File: src/rtl/vdp2_vram_bank.sv
// VDP2 VRAM bank arbiter: dot-slot scheduled VDP2 reads, queued CPU writes, pending CPU reads.
// Define VDP2_VRAM_RDFWD_EN to forward CPU reads from full-word write-FIFO entries.
module vdp2_vram_bank (
  input  logic        CLK,
  input  logic        RST_N,
  input  logic        DOT_CE,
  input  logic        CPU_SLOT,
  input  logic [18:0] RA_A,
  output logic [15:0] RA_DO,
  input  logic [18:0] CPU_A,
  input  logic [15:0] CPU_D,
  input  logic [1:0]  CPU_BE,
  input  logic        CPU_WE,
  input  logic        CPU_RD,
  output logic        CPU_BUSY,
  output logic [15:0] CPU_DO,
  output logic        CPU_RDY,
  output logic        WR_OVF,
  output logic [18:0] MEM_A,
  output logic [15:0] MEM_D,
  output logic [1:0]  MEM_BE,
  output logic        MEM_WE,
  input  logic [15:0] MEM_Q
);
  typedef enum logic [1:0] {IDLE, VRD, CWR, CRD} state_t;
  state_t state_q, state_d;

  logic [18:0] fifo_a_q  [4];
  logic [15:0] fifo_d_q  [4];
  logic [1:0]  fifo_be_q [4];
  logic [1:0]  wr_ptr_q, wr_ptr_d, rd_ptr_q, rd_ptr_d;
  logic [2:0]  cnt_q, cnt_d;
  logic        push, pop, rd_acc, fwd_hit;
  logic [15:0] fwd_data;
  logic        pend_q, pend_d;
  logic [18:0] pend_a_q, pend_a_d;
  logic        cap_vrd_q, cap_vrd_d, cap_crd_q, cap_crd_d;
  logic [18:0] mem_a_q, mem_a_d;
  logic [15:0] mem_d_q, mem_d_d;
  logic [1:0]  mem_be_q, mem_be_d;
  logic        mem_we_q, mem_we_d;
  logic [15:0] ra_do_q, ra_do_d, cpu_do_q, cpu_do_d;
  logic        cpu_rdy_q, cpu_rdy_d, busy_q, busy_d, ovf_q, ovf_d;
`ifdef VDP2_VRAM_RDFWD_EN
  logic [1:0]  fidx;
`endif

  always_ff @(posedge CLK) begin
    if (!RST_N) begin
      state_q <= IDLE;
    end else begin
      state_q <= state_d;
    end
  end

  always_comb begin
    state_d = state_q;
    case (state_q)
      IDLE: if (DOT_CE) begin
        if (!CPU_SLOT)         state_d = VRD;
        else if (cnt_q != 3'd0) state_d = CWR;
        else if (pend_q)        state_d = CRD;
      end
      default: state_d = IDLE;
    endcase
  end

  // Memory bus is set up on the DOT_CE edge; the access state itself schedules the follow-up.
  always_comb begin
    mem_a_d   = mem_a_q;
    mem_d_d   = mem_d_q;
    mem_be_d  = mem_be_q;
    mem_we_d  = 1'b0;
    pop       = 1'b0;
    cap_vrd_d = 1'b0;
    cap_crd_d = 1'b0;
    case (state_q)
      IDLE: begin
        case (state_d)
          VRD: mem_a_d = RA_A;
          CWR: begin
            mem_a_d  = fifo_a_q[rd_ptr_q];
            mem_d_d  = fifo_d_q[rd_ptr_q];
            mem_be_d = fifo_be_q[rd_ptr_q];
            mem_we_d = 1'b1;
          end
          CRD: mem_a_d = pend_a_q;
          default: ;
        endcase
      end
      VRD: cap_vrd_d = 1'b1;
      CWR: pop       = 1'b1;
      CRD: cap_crd_d = 1'b1;
      default: ;
    endcase
  end

  // Scan oldest to newest so the last hit is the newest matching entry.
  always_comb begin
    fwd_hit  = 1'b0;
    fwd_data = 16'h0;
`ifdef VDP2_VRAM_RDFWD_EN
    fidx = 2'd0;
    for (int i = 0; i < 4; i++) begin
      fidx = rd_ptr_q + 2'(i);
      if (i < int'(cnt_q) && fifo_be_q[fidx] == 2'b11 && fifo_a_q[fidx] == CPU_A) begin
        fwd_hit  = 1'b1;
        fwd_data = fifo_d_q[fidx];
      end
    end
`endif
  end

  always_comb begin
    push     = CPU_WE && (cnt_q != 3'd4);
    rd_acc   = CPU_RD && !pend_q;
    cnt_d    = cnt_q + 3'(push) - 3'(pop);
    wr_ptr_d = wr_ptr_q + 2'(push);
    rd_ptr_d = rd_ptr_q + 2'(pop);
    ovf_d    = ovf_q | (CPU_WE && (cnt_q == 3'd4));
    pend_d   = pend_q;
    pend_a_d = pend_a_q;
    if (cap_crd_q) pend_d = 1'b0;
    if (rd_acc && !fwd_hit) begin
      pend_d   = 1'b1;
      pend_a_d = CPU_A;
    end
    busy_d    = (cnt_d == 3'd4) | pend_d;
    ra_do_d   = cap_vrd_q ? MEM_Q : ra_do_q;
    cpu_do_d  = cpu_do_q;
    if (cap_crd_q)             cpu_do_d = MEM_Q;
    else if (rd_acc && fwd_hit) cpu_do_d = fwd_data;
    cpu_rdy_d = cap_crd_q | (rd_acc & fwd_hit);
  end

  always_ff @(posedge CLK) begin
    if (RST_N && push) begin
      fifo_a_q[wr_ptr_q]  <= CPU_A;
      fifo_d_q[wr_ptr_q]  <= CPU_D;
      fifo_be_q[wr_ptr_q] <= CPU_BE;
    end
  end

  always_ff @(posedge CLK) begin
    if (!RST_N) begin
      wr_ptr_q  <= 2'd0;
      rd_ptr_q  <= 2'd0;
      cnt_q     <= 3'd0;
      pend_q    <= 1'b0;
      pend_a_q  <= 19'd0;
      cap_vrd_q <= 1'b0;
      cap_crd_q <= 1'b0;
      mem_a_q   <= 19'd0;
      mem_d_q   <= 16'd0;
      mem_be_q  <= 2'd0;
      mem_we_q  <= 1'b0;
      ra_do_q   <= 16'd0;
      cpu_do_q  <= 16'd0;
      cpu_rdy_q <= 1'b0;
      busy_q    <= 1'b0;
      ovf_q     <= 1'b0;
    end else begin
      wr_ptr_q  <= wr_ptr_d;
      rd_ptr_q  <= rd_ptr_d;
      cnt_q     <= cnt_d;
      pend_q    <= pend_d;
      pend_a_q  <= pend_a_d;
      cap_vrd_q <= cap_vrd_d;
      cap_crd_q <= cap_crd_d;
      mem_a_q   <= mem_a_d;
      mem_d_q   <= mem_d_d;
      mem_be_q  <= mem_be_d;
      mem_we_q  <= mem_we_d;
      ra_do_q   <= ra_do_d;
      cpu_do_q  <= cpu_do_d;
      cpu_rdy_q <= cpu_rdy_d;
      busy_q    <= busy_d;
      ovf_q     <= ovf_d;
    end
  end

  assign RA_DO    = ra_do_q;
  assign CPU_DO   = cpu_do_q;
  assign CPU_RDY  = cpu_rdy_q;
  assign CPU_BUSY = busy_q;
  assign WR_OVF   = ovf_q;
  assign MEM_A    = mem_a_q;
  assign MEM_D    = mem_d_q;
  assign MEM_BE   = mem_be_q;
  assign MEM_WE   = mem_we_q;
endmodule

File: config.mk
export PLATFORM = sky130hd
export DESIGN_NAME = vdp2_vram_bank
export DESIGN_NICKNAME = d
export VERILOG_FILES = /design/src/rtl/vdp2_vram_bank.sv
export SDC_FILE = /design/constraint.sdc
export NUM_CORES = 1
export LEC_CHECK = 0
export BUFFER_PORTS_ARGS = -buffer_cell sky130_fd_sc_hd__buf_4
export CORE_UTILIZATION = 45
export DETAILED_ROUTE_END_ITERATION = 12
export GPL_ROUTABILITY_DRIVEN = 0
export HOLD_SLACK_MARGIN = 0.1
export PLACE_DENSITY = 0.66
export SLEW_MARGIN = 40
export SYNTH_ARGS = -nofsm -noshare
export SYNTH_HDL_FRONTEND = slang
export SYNTH_SLANG_ARGS = --single-unit
File: constraint.sdc
create_clock -name CLK -period 11.2 [get_ports CLK]
set_input_delay 2.24 -clock CLK [delete_from_list [all_inputs] [get_ports CLK]]
set_output_delay 2.24 -clock CLK [all_outputs]
set_load 0.02 [all_outputs]
# [Word level (Yosys, flattened, before mapping)]
# Memory sizes are Yosys's and may differ from the RTL's. A register that Yosys moved wholly into a read port is not among the register bits.
# Cells that the tools add are included.
[word_totals] word_cells=61 n_memories=3 regBits=86 output_inout_bits=73 input_bits=78 ramBits=148
[op_classes] n_bitwise=2 n_addsub=4 muxes=15 n_eq_ne=9 n_reduce_logical=13
[mem_list] memory="fifo_a_q" depth=4 width=19 read_ports=1 rd_ports_with_merged_regs=1 write_ports=1 line="28" rtl="logic [18:0] fifo_a_q [4];"
[mem_list] memory="fifo_d_q" depth=4 width=16 read_ports=1 rd_ports_with_merged_regs=1 write_ports=1 line="29" rtl="logic [15:0] fifo_d_q [4];"
[mem_list] memory="fifo_be_q" depth=4 width=2 read_ports=1 rd_ports_with_merged_regs=1 write_ports=1 line="30" rtl="logic [1:0] fifo_be_q [4];"
[ops] operator="$pmux 19 s3" n=1
[ops] operator="$mux 2" n=6
[ops] operator="$eq 2x2->1 const B" n=4
[ops] operator="$mux 1" n=8
[ops] operator="$eq 3x3->1 const B" n=2
[ops] operator="$reduce_and 2->1" n=3
[ops] operator="$reduce_bool 3->1" n=2
[ops] operator="$add 2x1->2" n=2
[ops] operator="$eq 2x1->1 const B" n=2
[ops] operator="$logic_and 1x1->1" n=4
[ops] operator="$add 3x1->3" n=1
[ops] operator="$logic_not 1->1" n=3
[ops] operator="$ne 3x3->1 const B" n=1
[ops] operator="$sub 3x1->3" n=1
[ops] operator="$logic_not 2->1" n=1
[ops] operator="$or 1x1->1" n=2

# [Longest topological paths before layout]
# Gate-level depths: netlist of the first run.
[logic_depth] depth_word=8 mapped_depth=11 depth_no_buf=11

# [Least setup slack after synthesis of the first run]
# OpenSTA, ideal clock, no wires.
[synth_timing] kind="in2reg" start="input CPU_WE" end="memory fifo_a_q[1][0] (enable)" path_buffers=0 arrival_ps=5457 setup_slack_ps=5257 path_stages=3 t_required_ps=10715 cell_sequence="a21boi_0 -> nand2_1 -> nor3b_1"
[synth_between] elab_chain_cells=4
[synth_lines] element="start: declaration" line="13" rtl="input logic CPU_WE,"
[synth_lines] element="$logic_and 1x1->1" line="115" rtl="push = CPU_WE && (cnt_q != 3'd4);"
[synth_lines] element="$logic_and 1x1->1" line="137" rtl="if (RST_N && push) begin"
[synth_lines] element="$mux 1" line="137"
[synth_lines] element="$mux 1 (not written as such)" line="138" rtl="fifo_a_q[wr_ptr_q] <= CPU_A;"
[synth_lines] element="end: declaration" line="28"
# Every way passes these cells.

# [Worst setup path after layout of the first run]
[layout_timing] start="input RST_N" end="memory fifo_d_q[2][11] (enable)"
[layout_between] elab_chain_cells=3
[layout_lines] element="start: declaration" line="5" rtl="input logic RST_N,"
[layout_lines] element="$logic_and 1x1->1" line="137"
[layout_lines] element="$mux 1" line="137"
[layout_lines] element="$mux 1 (not written as such)" line="139" rtl="fifo_d_q[wr_ptr_q] <= CPU_D;"
[layout_lines] element="end: declaration" line="29"
# Every way passes these cells.

==> run metrics, run 1 <==
net switching power 563 µW; sequential area share after synthesis 67.7%; CTS tree yes; Unique masters post-synth 40; first-pass GRT wire length 32.3 mm; area of the multi-input gates 2860 µm²; XOR/XNOR share of the synthesized area 0.364%; post-CTS setup buffer count 0; relative slew slack 44.9%; non-filler cells, final 1077; DRT iter0 DRCs 232; top-count cell post-synth edfxtp_1; fin crit share 37.7%; asr flop ratio synth 0%; diodes inserted 0; H-tree depth 1; Die ar. 22000 µm²; Yosys top cell by area edfxtp_1; Setup Skew 0.0211 ns; Mapped Cells 634; Logic pwr share 13.5%; total gr overflow 0; mux share of post-synthesis cell area 12.6%; synth cell count leaders edfxtp_1, dfxtp_1, nand2_1; Antenna Nets Post-Route 0; sw frac 25.1%; Post-Synth Simple-Gate Area 9.04%; Clk Latency, worst-skew pair 0.53 ns; All-Layer GR Usage 19.2%; leakage 4.25 nW; HPWL after DPL 13.0 mm; EDFF count, synth 148; Worst-path clk slew 0.06 ns; Starting Density 45.8%; Root Driver clkbuf_16; CTS Buffer Depth 3; layout cells sized above 1 30.3%; ranking of synthesized cells by area edfxtp_1, dfxtp_1, mux4_2; power density over cell area 189 nW/µm²; Data arrival, critical path 4.41 ns; Post-synth top flop edfxtp_1; Hold WC Path Type reg2reg; Post-Route WL 20.7 mm; clock network fraction of total power 38.2%; Die Ht 148 µm; drt drc 0; Filler cells 1704; Max Cap Viol 0; Vias 5690; I/O pins 151; CP startpoint kind input port; adder-cell share of the synthesized area 0.727%; Sequential Area 6540 µm²; largest family of logic cells by synthesized area multiplexers; Tot Pwr 2.24 mW; Setup-failing EPs final 0; mapped cell area 9630 µm²; CP max FO 86; site row count 53; R2R setup slack 8.36 ns; Min Hold Slack 0.467 ns; critical path type in2reg; Post-Syn Nets 717; area delta synth->final 22.8%; DR vias/cell 5.28; Flop pwr share 48.3%; Yosys reg bits 252; setup TNS 0 ns; crit end category flop; Max Clk Rate 0.237 GHz; Core Box Area 21000 µm²; Slew Viols, Final 0; CP required 11.39 ns; Synthesis Warnings 0; CTS Hold Bufs 0; # clock sinks 252; Yosys top cell area share 46.1%; actual slew at the worst max-slew pin 0.826 ns; Initial DRT Pass Iterations 5; status finished clean; CTS buffer count 27; initial antenna violation count 1; largest net degree at the start of global routing 87; Int Power 1.68 mW; placed cells 1027; cts repair resizes 0; Syn Area/Cell 15.2 µm²; vias in the first global route 5897; Max IR drop VDD 0.000121 V; die span in x 148 µm; Final #Nets 864; Compound-Gate Fraction of Synth Area 6.36%; minimum clock period 4.22 ns; PortBufs 150; final hold viol count 0; drt wl/cell 19.2 µm; RSZ-0062 raised after global routing false
## layer usage
layer,track usage [%],wire (µm),vias to the layer above,share of wire [%]
met1,24.1,8310,2822,40
met5,0,17,-,0.082
met3,4.94,1610,29,7.8
met2,32.9,10300,184,50
met4,5.52,462,2,2.2
li1,-,-,2653,-
## power groups by stage
stage	clock network, mW	logic [mW]	registers, mW
final	0.857	0.302	1.08
after detailed placement	0	0.306	1.10
after global routing	0.914	0.328	1.09
after CTS	0.877	0.307	1.08
after floorplan	0	0.177	1.12
after global placement	0	0.289	1.10
## metrics by stage
stage	area [µm²]	utilization (%)	worst slack [ns]
global placement	10900	51.8	6.20
CTS	11800	56.3	6.95
floorplan	9630	-	5.26
finish	11800	56.3	6.98
detailed placement	10900	52.0	6.39
global route	11800	56.3	6.80
## cells by family (layout without fill, tap and decap cells)
family	Yosys count	count (layout)
mux	69	69
xor+xnor	4	4
simple gates	179	179
fa+ha+maj	5	5
compound gates	82	82
flops	252	252
buf+inv	43	211
## worst max-delay path: stages
cell	delay, ns
buf_4	0.57
nand2_1	0.30
nor3b_4	0.76
buf_4	0.48
## flip-flops by register name (all words and copies together) (netlist names), 2 cells and up
name	count
pend_a_q	19
fifo_a_q	76
cnt_q	3
wr_ptr_q	2
fifo_d_q	64
rd_ptr_q	2
RA_DO	16
MEM_A	19
MEM_D	16
MEM_BE	2
fifo_be_q	8
CPU_DO	16
state_q	2
## cell usage in the layout (no fill, tap or decap), types with 2 or more instances in the layout
master,n
mux4_1,16
clkinv_2,8
nand3_2,2
buf_4,156
a21boi_1,10
nor3b_4,2
dfxtp_1,99
mux2i_1,32
nor2_1,6
clkbuf_16,30
edfxtp_1,148
ha_1,4
a221o_1,19
mux4_2,21
clkinv_1,4
and2_1,8
a21oi_1,20
nand3_1,19
inv_1,4
nor2b_1,34
nand2_1,96
xor2_1,3
a21boi_0,29
clkbuf_8,3
dfxtp_2,4
clkinvlp_4,2
## final cells by class
type                    count  area share [%]
repair buffers            157            10.0
clock inverters            16           0.804
well taps                 275            2.91
inverters                   4           0.127
flip-flops and latches    252            55.2
clock buffers              34            6.76
multi-input cells         339            24.1
## path summary, 6_finish.rpt
kind,to,from,depth (start not counted)
worst max-delay path,fifo_d_q[2][11],RST_N,4
worst min-delay path,MEM_D[14],MEM_D[14],2
worst max register to register,fifo_d_q[2][11],cnt_q[1],5
worst min register to register,MEM_D[14],MEM_D[14],2
(Power assumes the default switching activity.)
==> inputs of run 2 (changes only) <==
Settings changed: ABC_AREA from default to 1, PLACE_DENSITY 0.66 to 0.65.
Clock period 11.2 ns to 4.4 ns, I/O delays scaled along.
==> run 2 against run 1 <==
Net effect:
- flip-flop and latch count did not move
- area after synthesis is 4.3% higher
- largest power group unchanged
- critical path depth up 2
==> run metrics, run 2 <==
Int Power 4.24 mW; synth cell count leaders nand2_1, nor2_1, edfxtp_1; Most flops, register fifo_a_q; actual slew at the worst max-slew pin 0.842 ns; Filler cells 1932; total gr overflow 0; Die Ht 151 µm; relative slew slack 43.8%; crit path cell chain nor2_4 > nand3_1 > nand2_1 > nand2_2 > o21ai_0 > nor2_1; DR vias/cell 5.01; mapped cell area 10100 µm²; I/O pins 151; Clk Latency, worst-skew pair 0.53 ns; Yosys top cell area share 44.2%; most frequent cells in the layout nand2_1, nor2_1, buf_4; mux share of post-synthesis cell area 0%; Compound-Gate Fraction of Synth Area 7.44%; vias in the first global route 6971; Post-Synth Simple-Gate Area 19.4%; largest family of logic cells by synthesized area simple AND/OR/NAND/NOR gates; post-CTS setup buffer count 0; CP Buf/Inv Count 0; largest net degree at the start of global routing 77; die span in x 151 µm; PortBufs 150; crit path max-delay cell type nand2_1; placed inst area 11300 µm²; adder-cell share of the synthesized area 0.697%; crit-path leading delay family simple AND/OR/NAND/NOR gates; Core Box Area 21900 µm²; Slew Viols, Final 0; Post-Syn Nets 1136; CTS tree yes; All-Layer GR Usage 20.9%; Antenna Nets Post-Route 0; H-tree depth 1; CTS Buffer Depth 3; status finished clean; Max Clk Rate 0.429 GHz; GR Util met1 27.7%; area delta synth->final 20.9%; layer with the highest usage met2; Max IR drop VDD 0.000291 V; Hold WC Path Type reg2reg; HPWL after DPL 14.1 mm; Final #Nets 1266; CP required 4.81 ns; area of the multi-input gates 2830 µm²; Unique masters post-synth 27; CP startpoint kind flop; Mapped Cells 1053; XOR/XNOR share of the synthesized area 0.349%; Max Cap Viol 0; drt drc 0; net switching power 1.57 mW; drt wl/cell 16.0 µm; Starting Density 45.9%; ranking of synthesized cells by area edfxtp_1, dfxtp_1, nand2_1; Post-Route WL 23.8 mm; top-count cell post-synth nand2_1; minimum clock period 2.33 ns; Data arrival, critical path 2.74 ns; CTS Hold Bufs 0; CTS buffer count 26; max reg flops 76; Worst-path clk slew 0.06 ns; Layout Utilization 55.5%; site row count 54; cts repair resizes 0; CP max FO 38; initial antenna violation count 1; critical path type reg2reg; layout cells sized above 1 17.7%; Vias 7435; Initial DRT Pass Iterations 6; power density over cell area 478 nW/µm²; sequential area share after synthesis 64.9%; Sequential Area 6530 µm²; first-pass GRT wire length 36.7 mm; Synthesis Warnings 0; Setup Skew 0.0117 ns; Largest regs fifo_a_q x76, fifo_d_q x64; crit end category flop; met3 usage 3.35%; Flop pwr share 47.6%; sw frac 27.0%; EDFF count, synth 148; # clock sinks 252; routing usage on met2 34.7%; final instance area 12200 µm²; Yosys reg bits 252; Yosys top cell by area edfxtp_1; commonest non-fill, non-tap cell in the layout nand2_1; Root Driver clkbuf_16; DRT iter0 DRCs 409; Die ar. 22900 µm²; Syn Area/Cell 9.55 µm²; Setup-failing EPs final 0; leakage 5.28 nW; Logic pwr share 16.2%; fin crit share 53.0%; max incr delay on CP 0.57 ns; Post-synth top flop edfxtp_1; setup TNS 0 ns; RSZ-0062 raised after global routing false; clock network fraction of total power 36.3%; Tot Pwr 5.81 mW; final hold viol count 0; asr flop ratio synth 0%
## run 2: power groups by stage
stage / combinational [mW] / clock, mW / sequential (mW)
6_report: 0.938 / 2.11 / 2.76
5_1_grt: 1.05 / 2.25 / 2.78
3_3_place_gp: 0.926 / 0 / 2.81
4_1_cts: 0.950 / 2.16 / 2.76
3_5_place_dp: 0.945 / 0 / 2.81
2_1_floorplan: 0.544 / 0 / 2.89
## run 2: path summary, 6_finish.rpt
path	to	startpoint	cells past startpoint	slack, ns
worst max-delay path	MEM_A[1]	cnt_q[1]	6	2.07
worst min-delay path	WR_OVF	WR_OVF	2	0.46
worst max register to register	MEM_A[1]	cnt_q[1]	6	2.07
worst min register to register	WR_OVF	WR_OVF	2	0.46
## run 2: metrics by stage
stage | instances | hold slack, ns | worst slack [ns]
floorplan | 1053 | 0.423 | 0.145
global placement | 1435 | 0.443 | 1.62
detailed placement | 1435 | 0.450 | 1.58
CTS | 1483 | 0.468 | 2.08
global route | 1484 | 0.485 | 1.77
finish | 1484 | 0.461 | 2.07
## run 2: layout make-up
class,count,area share (%)
diodes,1,0.0206
clock buffers,41,6.25
clock inverters,7,0.587
inverters,105,3.24
multi-input cells,638,23.3
flip-flops and latches,252,53.7
well taps,280,2.88
repair buffers,160,9.99
## run 2: worst register-to-register path: stages (launching register included)
cell	delay (ns)
dfxtp_1	0.35
nor2_4	0.19
nand3_1	0.12
nand2_1	0.57
nand2_2	0.56
o21ai_0	0.35
nor2_1	0.08
## run 2: routing by layer
metal,wire length [µm],vias to the layer above
met5,0,-
met4,716,0
met3,1370,52
met2,11600,203
met1,10100,3483
li1,-,3697
## run 2: cell families (layout without fill, tap and decap cells)
kind of cell / after synthesis / in the layout
buf+inv: 163 / 313
flops: 252 / 252
xor+xnor: 4 / 4
fa+ha+maj: 5 / 5
compound gates: 145 / 145
other cells: 0 / 1
simple gates: 484 / 484
